`config.mk`:
```
export PLATFORM = sky130hd
export DESIGN_NAME = eth_tx_arbiter
export DESIGN_NICKNAME = d
export VERILOG_FILES = /design/src/rtl/eth_tx_arbiter_pkg.sv /design/src/rtl/eth_tx_arbiter_crc32_dibit.sv /design/src/rtl/eth_tx_arbiter.sv
export SDC_FILE = /design/constraint.sdc
export NUM_CORES = 1
export LEC_CHECK = 0
export CAP_MARGIN = 30
export CORE_AREA = 10 10 70 86
export CTS_CLUSTER_DIAMETER = 150
export CTS_CLUSTER_SIZE = 40
export DETAILED_ROUTE_END_ITERATION = 12
export DIE_AREA = 0 0 80 96
export PLACE_DENSITY_LB_ADDON = 0.08
export SLEW_MARGIN = 30
export SYNTH_ARGS = -nofsm -noshare
export SYNTH_HDL_FRONTEND = slang
export SYNTH_SLANG_ARGS = --single-unit
```
`constraint.sdc`:
```
create_clock -name clk -period 1.8 [get_ports clk]
set_input_delay 0.18 -clock clk [delete_from_list [all_inputs] [get_ports clk]]
set_output_delay 0.18 -clock clk [all_outputs]
set_load 0.1 [all_outputs]
```
`src/rtl/eth_tx_arbiter_pkg.sv`:
```
// rtl/eth_tx_arbiter_pkg.sv - shared constants and helpers for the RMII transmit arbiter
//
// Purpose: byte/dibit constants, CRC-32 constants, encoded FSM states and a
//          bit-reflection helper shared by eth_tx_arbiter and crc32_dibit.
// Ports:   none (package).
package eth_tx_arbiter_pkg;

   localparam int          BYTE_LEN            = 8;
   localparam logic [1:0]  RMII_PREAMBLE_DIBIT = 2'b01;
   localparam logic [1:0]  RMII_SFD_DIBIT      = 2'b11;
   localparam logic [31:0] ETH_CRC_POLY        = 32'h04C11DB7;
   localparam logic [31:0] ETH_CRC_INIT        = 32'hFFFFFFFF;

   localparam logic [2:0] IDLE     = 3'd0;
   localparam logic [2:0] PREAMBLE = 3'd1;
   localparam logic [2:0] PAYLOAD  = 3'd2;
   localparam logic [2:0] FCS      = 3'd3;
   localparam logic [2:0] IFG      = 3'd4;

   // Ethernet sends bits LSB-first, so the serial CRC runs on the mirrored polynomial.
   function automatic logic [31:0] reflect32(input logic [31:0] v);
      logic [31:0] r;
      for (int i = 0; i < 32; i++) r[i] = v[31-i];
      return r;
   endfunction

endpackage

```
`src/rtl/eth_tx_arbiter_crc32_dibit.sv`:
```
// rtl/eth_tx_arbiter_crc32_dibit.sv - two-bit-per-cycle reflected CRC-32 accumulator
//
// Purpose: running Ethernet CRC-32 over RMII dibits, dibit[0] folded in first.
//          Only built when ETH_TX_ARB_FCS_EN is defined.
// Ports:   clk, reset (sync, active-low), clear (reload init), enable (fold dibit),
//          dibit [1:0] input, crc [31:0] raw register (not inverted).
`ifdef ETH_TX_ARB_FCS_EN
module crc32_dibit
   import eth_tx_arbiter_pkg::*;
(
   input  logic        clk,
   input  logic        reset,
   input  logic        clear,
   input  logic        enable,
   input  logic [1:0]  dibit,
   output logic [31:0] crc
);

   localparam logic [31:0] POLY_R = reflect32(ETH_CRC_POLY);

   logic [31:0] step1;
   logic [31:0] step2;

   always_comb begin
      step1 = (crc   >> 1) ^ (((crc[0]   ^ dibit[0]) != 1'b0) ? POLY_R : 32'h0);
      step2 = (step1 >> 1) ^ (((step1[0] ^ dibit[1]) != 1'b0) ? POLY_R : 32'h0);
   end

   always_ff @(posedge clk) begin
      if (!reset || clear) crc <= ETH_CRC_INIT;
      else if (enable)     crc <= step2;
   end

endmodule
`endif

```
`src/rtl/eth_tx_arbiter.sv`:
```
// rtl/eth_tx_arbiter.sv - round-robin RMII transmit arbiter and dibit serialiser
//
// Purpose: grants the RMII TX path to one of NUM_REQ byte sources per frame
//          (round-robin), sends preamble/SFD, serialises bytes LSB-first as
//          dibits, aborts on source underflow and enforces the inter-frame gap.
//          Define ETH_TX_ARB_FCS_EN to append a generated CRC-32 FCS.
// Ports:   clk, reset (sync, active-low)
//          req/in_data/in_valid/in_last  per-requester frame request and byte stream
//          in_ready  one-cycle consume strobe on the granted index
//          grant     one-hot owner, txen/txd RMII transmit, busy (not IDLE),
//          underflow one-cycle abort pulse
module eth_tx_arbiter
   import eth_tx_arbiter_pkg::*;
#(
   parameter int NUM_REQ         = 2,
   parameter int PREAMBLE_DIBITS = 32,
   parameter int IFG_CYCLES      = 48
) (
   input  logic                        clk,
   input  logic                        reset,
   input  logic [NUM_REQ-1:0]          req,
   input  logic [NUM_REQ*BYTE_LEN-1:0] in_data,
   input  logic [NUM_REQ-1:0]          in_valid,
   input  logic [NUM_REQ-1:0]          in_last,
   output logic [NUM_REQ-1:0]          in_ready,
   output logic [NUM_REQ-1:0]          grant,
   output logic                        txen,
   output logic [1:0]                  txd,
   output logic                        busy,
   output logic                        underflow
);

   localparam int IDX_W = $clog2(NUM_REQ);
   localparam int CNT_W = 16;

   logic [2:0]          state;
   logic [IDX_W-1:0]    ptr;
   logic [IDX_W-1:0]    gidx;
   logic [CNT_W-1:0]    cnt;
   logic [1:0]          dcnt;
   logic [BYTE_LEN-1:0] shift;
   logic                last_byte;

   logic                arb_hit;
   logic [IDX_W-1:0]    arb_idx;
   logic [IDX_W-1:0]    ptr_next;
   logic                fetch_slot;
   logic                src_valid;
   logic                src_last;
   logic [BYTE_LEN-1:0] src_data;

   // First pending requester at or above the pointer, wrapping around.
   always_comb begin
      arb_hit = 1'b0;
      arb_idx = '0;
      for (int k = 0; k < NUM_REQ; k++) begin
         if (!arb_hit && req[(int'(ptr) + k) % NUM_REQ]) begin
            arb_hit = 1'b1;
            arb_idx = IDX_W'((int'(ptr) + k) % NUM_REQ);
         end
      end
      ptr_next = (int'(arb_idx) == NUM_REQ - 1) ? '0 : arb_idx + IDX_W'(1);
   end

   assign src_valid = in_valid[gidx];
   assign src_last  = in_last[gidx];
   assign src_data  = in_data[int'(gidx)*BYTE_LEN +: BYTE_LEN];

   // A byte is pulled on the SFD cycle and on the last dibit of every non-final byte,
   // so consecutive bytes go out back to back.
   assign fetch_slot = ((state == PREAMBLE) && (cnt == CNT_W'(PREAMBLE_DIBITS - 1))) ||
                       ((state == PAYLOAD) && (dcnt == 2'd3) && !last_byte);

   assign in_ready  = (fetch_slot && src_valid) ? grant : '0;
   assign underflow = fetch_slot && !src_valid;
   assign busy      = (state != IDLE);
   assign txen      = (state == PREAMBLE) || (state == PAYLOAD) || (state == FCS);

`ifdef ETH_TX_ARB_FCS_EN
   logic [31:0] crc_q;

   crc32_dibit u_crc (
      .clk    (clk),
      .reset  (reset),
      .clear  (state == PREAMBLE),
      .enable (state == PAYLOAD),
      .dibit  (shift[1:0]),
      .crc    (crc_q)
   );
`endif

   always_comb begin
      txd = 2'b00;
      case (state)
         PREAMBLE: txd = (cnt == CNT_W'(PREAMBLE_DIBITS - 1)) ? RMII_SFD_DIBIT : RMII_PREAMBLE_DIBIT;
         PAYLOAD:  txd = shift[1:0];
`ifdef ETH_TX_ARB_FCS_EN
         // Final inversion applied on the way out; register holds the raw remainder.
         FCS:      txd = ~crc_q[{cnt[3:0], 1'b0} +: 2];
`endif
         default:  txd = 2'b00;
      endcase
   end

   always_ff @(posedge clk) begin
      if (!reset) begin
         state     <= IDLE;
         ptr       <= '0;
         gidx      <= '0;
         grant     <= '0;
         cnt       <= '0;
         dcnt      <= '0;
         shift     <= '0;
         last_byte <= 1'b0;
      end else begin
         case (state)
            IDLE: begin
               if (arb_hit) begin
                  state <= PREAMBLE;
                  gidx  <= arb_idx;
                  grant <= NUM_REQ'(1) << arb_idx;
                  ptr   <= ptr_next;
                  cnt   <= '0;
               end
            end
            PREAMBLE: begin
               if (fetch_slot) begin
                  cnt <= '0;
                  if (src_valid) begin
                     shift     <= src_data;
                     last_byte <= src_last;
                     dcnt      <= 2'd0;
                     state     <= PAYLOAD;
                  end else begin
                     grant <= '0;
                     state <= IFG;
                  end
               end else begin
                  cnt <= cnt + CNT_W'(1);
               end
            end
            PAYLOAD: begin
               dcnt  <= dcnt + 2'd1;
               shift <= shift >> 2;
               if (dcnt == 2'd3) begin
                  if (last_byte) begin
                     grant <= '0;
                     cnt   <= '0;
`ifdef ETH_TX_ARB_FCS_EN
                     state <= FCS;
`else
                     state <= IFG;
`endif
                  end else if (src_valid) begin
                     shift     <= src_data;
                     last_byte <= src_last;
                  end else begin
                     grant <= '0;
                     cnt   <= '0;
                     state <= IFG;
                  end
               end
            end
`ifdef ETH_TX_ARB_FCS_EN
            FCS: begin
               if (cnt == CNT_W'(15)) begin
                  cnt   <= '0;
                  state <= IFG;
               end else begin
                  cnt <= cnt + CNT_W'(1);
               end
            end
`endif
            IFG: begin
               if (cnt == CNT_W'(IFG_CYCLES - 1)) state <= IDLE;
               else                               cnt   <= cnt + CNT_W'(1);
            end
            default: state <= IDLE;
         endcase
      end
   end

endmodule

```
==> results of run 1 <==
## cells by family (layout without fill, tap and decap cells)
group,Yosys count,count (layout)
xor gates and xnor gates,9,9
DFF,34,34
and+or+nand+nor,92,93
buffers and inverters,24,91
AOI/OAI and AO/OA,65,65
adders and majority gates,2,2
muxes,18,18
## metrics by stage
step | instance area (sq um) | total power (uW) | hold slack [ns]
3_3_place_gp | 2784 | 1267 | 0.4427
3_5_place_dp | 2784 | 1272 | 0.4507
6_report | 3010 | 1934 | 0.4607
4_1_cts | 2957 | 1940 | 0.4611
2_1_floorplan | 2097 | 1101 | 0.2961
5_1_grt | 3010 | 2013 | 0.4993
## power groups by stage
stage / Combinational (uW) / Sequential [uW] / Clock, uW
6_report: 468 / 795 / 671
5_1_grt: 502 / 797 / 714
2_1_floorplan: 264 / 837 / 0
4_1_cts: 465 / 794 / 681
3_3_place_gp: 457 / 810 / 0
3_5_place_dp: 461 / 811 / 0
## layout by cell type, fill, tap and decap left out, drive strengths merged, types with 7 or more instances in the layout
| cell | n |
|---|---|
| nand2 | 28 |
| nand3 | 11 |
| xnor2 | 9 |
| a21oi | 15 |
| dfxtp | 34 |
| clkbuf | 8 |
| inv | 9 |
| o21ai | 15 |
| a211oi | 7 |
| nor2 | 19 |
| clkdlybuf4s50 | 23 |
| o211ai | 8 |
| mux2i | 16 |
| buf | 51 |
## routing by layer
layer	vias up	wire length [microns]	share of wire, %	global-route usage (%)
met3	12	197	3.7	4.291
li1	1020	-	-	-
met5	-	0	0	0
met2	30	2767	53	24.73
met4	0	132	2.5	6.029
met1	933	2163	41	15.33
## area by class of cell
cell class	count	area [sq um]
repair buffers	74	740.7
multi-input cells	187	1365
fillers	376	1381
inverters	9	33.78
clock buffers	8	110.1
flip-flops and latches	34	688.2
well taps	58	72.57
## timing repair
item                       in CTS  in global routing
cloned                          0                  1
setup buffers                   2                  2
setup endpoints to repair      30                 34
pin swaps                      11                  6
resized for setup              13                  8
## registers in the layout, indices dropped and copies added, names as in the netlist
signal and cells:
ptr 1, last_byte 1, dcnt 2, gidx 1, state 3, grant 2
cnt 16, shift 8
## worst paths after layout
path | endpoint | from | slack [ns]
max | in_ready[1] | cnt[0] | -0.25
min | shift[7] | shift[7] | 0.46
max reg2reg | shift[0] | cnt[0] | -0.15
min reg2reg | shift[7] | shift[7] | 0.46
## worst max-delay path, stage by stage (launching register included)
cell and delay [ns]:
dfxtp_2 0.35, ha_4 0.13, and3_4 0.18, nand4_1 0.11
buf_6 0.15, nor3_4 0.16, o21ba_4 0.18, and2_4 0.14
buf_12 0.16
==> flow_summary_export.csv, run 1 <==
group,metric,value,unit
clocking,numClockSinks,34,
yosys,synth_top_family_by_area,"simple AND/OR/NAND/NOR gates",
yosys,synth_warnings,0,
clocking,clockBufferDepth,2,
floorplan,fp.dieW,80,microns
critical_path,path_class,"reg -> out",
yosys,synth_area_leaders,"dfxtp_1 (34%), mux2i_1 (7.4%), nand2_1 (5.2%)",
cells_and_area,final_core_util,68.55,%
yosys,synthAdderAreaFrac,1.238,%
critical_path,cp_max_fo,2,
yosys,synthCells,244,
timing,fin_setup_tns,-3.661,ns
power,p_sw,568.3,uW
floorplan,rows,27,
global_routing,antenna_found_initial,0,
timing,period_needed,2.047,ns
power,peakVddDrop,0.0005075,V
cells_and_area,area_growth,48.89,%
routing,viasPerCell,5.392,
worst_hold_path,hold_depth,2,
yosys,synth_most_common_cell,"dfxtp_1",
routing,antenna_left,0,
global_routing,grt_pass1_wl,8.818,mm
timing,fin_worst_skew,0.005333,ns
place,place_inst,359,
power,pwr-share-seq,41.1,%
floorplan,die-area,0.007680,sq mm
clocking,cts_hold_buf,0,
place,routabilityCongestion,0.7721,
yosys,synth-edff-count,0,
yosys,synth_simple_gate_area_share,23.27,%
timing,period_share,113.7,%
power,p_sw_share,29.38,%
outcome,failed_checks,"negative setup slack",
cells_and_area,diodes,0,
clocking,cts.htree.levels,2,
clocking,cts-root-buf,"clkbuf_8",
floorplan,io_pins,33,
outcome,status,"finished, violations left",
timing,relSlewSlack,72.26,%
yosys,yosysTopAreaCell,"dfxtp_1",
critical_path,cp.required,1.62,ns
timing,maxSlewViolCount,0,
critical_path,arrival,1.87,ns
routing,postRouteWirelength,5.260,mm
routing,vias,1995,
floorplan,dieHeight,96,microns
yosys,synth_fp_nets,270,
place,dp_hpwl,3.950,mm
routing,wl_per_cell,14.22,microns
power,p_comb_share,24.2,%
cells_and_area,fin_nets,337,
yosys,synthDistinctLibCells,46,
timing,worst_slew_pin_slew,0.4122,ns
global_routing,grt_max_degree,15,
yosys,syn_avg_cell_area,8.287,sq um
clocking,cts_tree,"yes",
yosys,synth-xor-area-share,3.899,%
cells_and_area,instances_no_fill,370,
yosys,synth_ff_type,"dfxtp_1",
job,drv_cap,0,
yosys,ys_ff_latch,34,
yosys,async_reset_ff_share,0,%
clocking,worstSkewPairLatency,0.29,ns
yosys,yosysTopAreaCellShare,33.66,%
yosys,syn_area,0.002022,sq mm
place,pre_cts_ws,-0.1826,ns
global_routing,first_global_vias,1981,
floorplan,core,0.004392,sq mm
place,portBuffers,32,
global_routing,grt-ovfl-total,0,
clocking,cts-buffers-inserted,5,
timing,setup_viol,30,
power,leakagePower,0.001124,uW
timing,layout_setup_ws,-0.2467,ns
critical_path,start_kind,"flip-flop",
timing,grt_setup_unrepaired,"true",
routing,first_pass_iters,4,
global_routing,grtUsageTotal,14.10,%
critical_path,reg2reg_depth,9,
floorplan,start_util,46.04,%
timing,hold_viol_final,0,
power,clkPwrFrac,34.7,%
power,intPower,1366,uW
yosys,synth_mux_area_share,9.220,%
yosys,synth_commonest_cells,"dfxtp_1 (34), nand2_1 (28), nor2_1 (19)",
yosys,synth_compound_area_share,22.59,%
clocking,cts.clk_slew.worst_paths,0.07,ns
power,power_density,642.4,mW/mm^2
timing,max_freq,488.6,MHz
worst_hold_path,hp-class,"reg -> reg",
critical_path,cp-end-kind,"primary output",
routing,drt_iter0_markers,133,
routing,drc,0,
cells_and_area,drive_above_1_share,30.45,%
yosys,synth_seq_area_share,33.66,%
(Power assumes the default switching activity.)
==> run 2: changes to the inputs <==
CAP_MARGIN = 5   (was 30)
SLEW_MARGIN = 15   (was 30)
==> results of run 2 <==
The final DEF is identical to that of run 1; final timing and power are the same.
==> run 3: changes to the inputs <==
CORE_AREA = 2 2 62 78   (was 10 10 70 86)
DIE_AREA = 0 0 64 80   (was 0 0 80 96)
==> run 3 against run 2 <==
The run still ends with negative setup slack left. Design area is 3.0% higher. Critical path depth down 1. Die area shrank 33%. Non-clock buffer count is 8 higher. Critical path type unchanged. Register-to-register slack got worse by 0.03 ns. Largest cell class unchanged. Sequential power hardly changed. Clock skew is essentially flat. Combinational power increased by 4%. Routed wire length grew 1.2%. Fmax increased by 1.0%. First-iteration DRC count fell by 49%. Sequential share of layout area decreased by 0.74 points.
==> flow_summary_export.csv, run 3 (synthesized netlist as in run 1, its figures left out) <==
group,metric,value,unit
outcome,status,"finished, violations left",
outcome,failed_checks,"negative setup slack",
clocking,cts-root-buf,"clkbuf_8",
critical_path,timing.rr.start,"cnt[0]",
timing,maxSlewViolCount,0,
global_routing,grt_max_degree,15,
cells_and_area,layout_common_cells,"buf_4 (41), dfxtp_1 (30), nand2_1 (28), clkdlybuf4s50_1 (23), nor2_1 (17)",
global_routing,grt_busiest_layer,"met2",
place,routabilityCongestion,0.7807,
timing,relSlewSlack,74.70,%
clocking,worstSkewPairLatency,0.29,ns
critical_path,r2r_slack,-0.18,ns
floorplan,fp.dieW,64,microns
job,drv_cap,0,
cells_and_area,n_fill_cell,339,
floorplan,rows,27,
place,place_inst,359,
timing,fin_worst_skew,0.005443,ns
place,dp_hpwl,3.686,mm
worst_hold_path,holdPathEnd,"shift[5]",
cells_and_area,largest_register_ffs,16,
cells_and_area,diodes,0,
routing,first_pass_iters,4,
routing,vias,2049,
global_routing,antenna_found_initial,0,
global_routing,use_met2,40.83,%
cells_and_area,layout_commonest_cell,"buf_4",
floorplan,io_pins,33,
cells_and_area,stdcell_area,0.003100,sq mm
power,peakVddDrop,0.0004651,V
timing,hold_viol_final,0,
timing,max_freq,493.6,MHz
global_routing,grt_pass1_wl,9.052,mm
global_routing,grt-ovfl-total,0,
clocking,cts_tree,"yes",
global_routing,first_global_vias,2011,
critical_path,worst_path_max_delay_cell,"dfxtp_2",
routing,postRouteWirelength,5.325,mm
timing,worst_slew_pin_slew,0.3760,ns
clocking,cts_hold_buf,0,
critical_path,worst-path-buf-inv,1,
power,leakagePower,0.001173,uW
clocking,numClockSinks,34,
power,power_density,630.4,mW/mm^2
routing,wl_per_cell,14.12,microns
critical_path,critPathTopFamily,"simple AND/OR/NAND/NOR gates",
critical_path,crit-reg2reg-capture,"cnt[1]",
cells_and_area,area_growth,53.34,%
clocking,cts.clk_slew.worst_paths,0.07,ns
global_routing,gr-usage-met3,5.078,%
floorplan,dieHeight,80,microns
timing,layout_setup_ws,-0.2258,ns
critical_path,cp_max_fo,2,
worst_hold_path,hold_start,"shift[5]",
critical_path,cp_cell_sequence,"ha_4 > and3_4 > nand4_1 > nor3_4 > o21ba_4 > and2_4 > buf_12",
timing,fin_setup_tns,-3.056,ns
critical_path,cpPeakStageDelay,0.36,ns
critical_path,cp-end-kind,"primary output",
routing,viasPerCell,5.435,
floorplan,core,0.004358,sq mm
cells_and_area,fin_nets,344,
place,portBuffers,32,
routing,drc,0,
critical_path,start_kind,"flip-flop",
cells_and_area,largestRegisters,"cnt: 16 flops, shift: 8 flops, state: 3 flops",
global_routing,grt_use_met1,25.28,%
clocking,cts-buffers-inserted,5,
critical_path,path_class,"reg -> out",
clocking,clockBufferDepth,2,
cells_and_area,top_register,"cnt",
routing,antenna_left,0,
global_routing,grtUsageTotal,22.77,%
timing,period_share,112.5,%
critical_path,cp.required,1.62,ns
cells_and_area,instances_no_fill,377,
timing,grt_setup_unrepaired,"true",
worst_hold_path,hp-class,"reg -> reg",
critical_path,arrival,1.85,ns
place,postPlaceCellArea,0.002784,sq mm
clocking,cts.htree.levels,2,
timing,period_needed,2.026,ns
floorplan,start_util,46.40,%
routing,drt_iter0_markers,68,
timing,setup_viol,23,
worst_hold_path,hold_depth,2,
critical_path,reg2reg_depth,9,
cells_and_area,drive_above_1_share,33.54,%
floorplan,die-area,0.005120,sq mm
-- run 3: cell types whose count changed in the layout (fill, tap and decap cells not counted), moves of 3 or more --
cell     delta
buf_6       +3
o21ai_0     -4
buf_4       +3
o21ai_2     +3
-- run 3: worst max-delay path by stage --
stage                     startpoint           to  cells after the start
final                         cnt[1]  in_ready[0]                      7
after global routing          cnt[1]  in_ready[1]                      7
after CTS                     cnt[1]  in_ready[0]                      7
after detailed placement      req[1]       cnt[1]                      6
after global placement        req[1]      cnt[12]                      7
after floorplan               cnt[1]  in_ready[0]                      6
-- run 3: power by group --
| part | switching (uW) | internal, uW | total [uW] |
|---|---|---|---|
| Combinational | 267 | 219 | 486 |
| Sequential | 23.6 | 771 | 795 |
| Clock | 288 | 387 | 674 |
| Total | 578 | 1380 | 1950 |
-- run 3: metrics by stage --
stage | util [%] | power (uW) | hold WS (ns) | setup slack, ns
2_1_floorplan | - | 1101 | 0.2961 | -0.04265
3_3_place_gp | 63.88 | 1269 | 0.4442 | -0.1531
3_5_place_dp | 63.88 | 1278 | 0.4507 | -0.2049
4_1_cts | 69.94 | 1955 | 0.4636 | -0.2569
5_1_grt | 71.15 | 2033 | 0.4835 | -0.3085
6_report | 71.15 | 1955 | 0.4617 | -0.2258
-- run 3: worst register-to-register path: stages, from the launching register on --
cell and delay, ns:
dfxtp_2 0.34, ha_4 0.16, and3_4 0.16, nand4_1 0.17, nor3_4 0.06, buf_6 0.14, buf_6 0.11, buf_6 0.10
or4_4 0.53, o21ai_1 0.13
-- run 3: routing by layer --
metal | up-vias | part of all wire, %
met3 | 5 | 2.7
met1 | 975 | 41
li1 | 1034 | -
met5 | - | 0
met4 | 0 | 1.4
met2 | 35 | 55
-- run 3: timing repair --
action,in CTS,in global routing
setup buffers,8,3
pin swaps,5,6
gates cloned,2,0
resized for setup,17,19
setup endpoints to repair,32,34
-- run 3: layout make-up --
| cell class | instances | area (sq um) | share of cell area, % |
|---|---|---|---|
| Clock buffer | 8 | 110.1 | 3.551 |
| Inverter | 9 | 33.78 | 1.090 |
| Multi-Input combinational cell | 186 | 1369 | 44.15 |
| Timing Repair Buffer | 82 | 829.5 | 26.76 |
| Tap cell | 58 | 72.57 | 2.341 |
| Sequential cell | 34 | 685.7 | 22.11 |
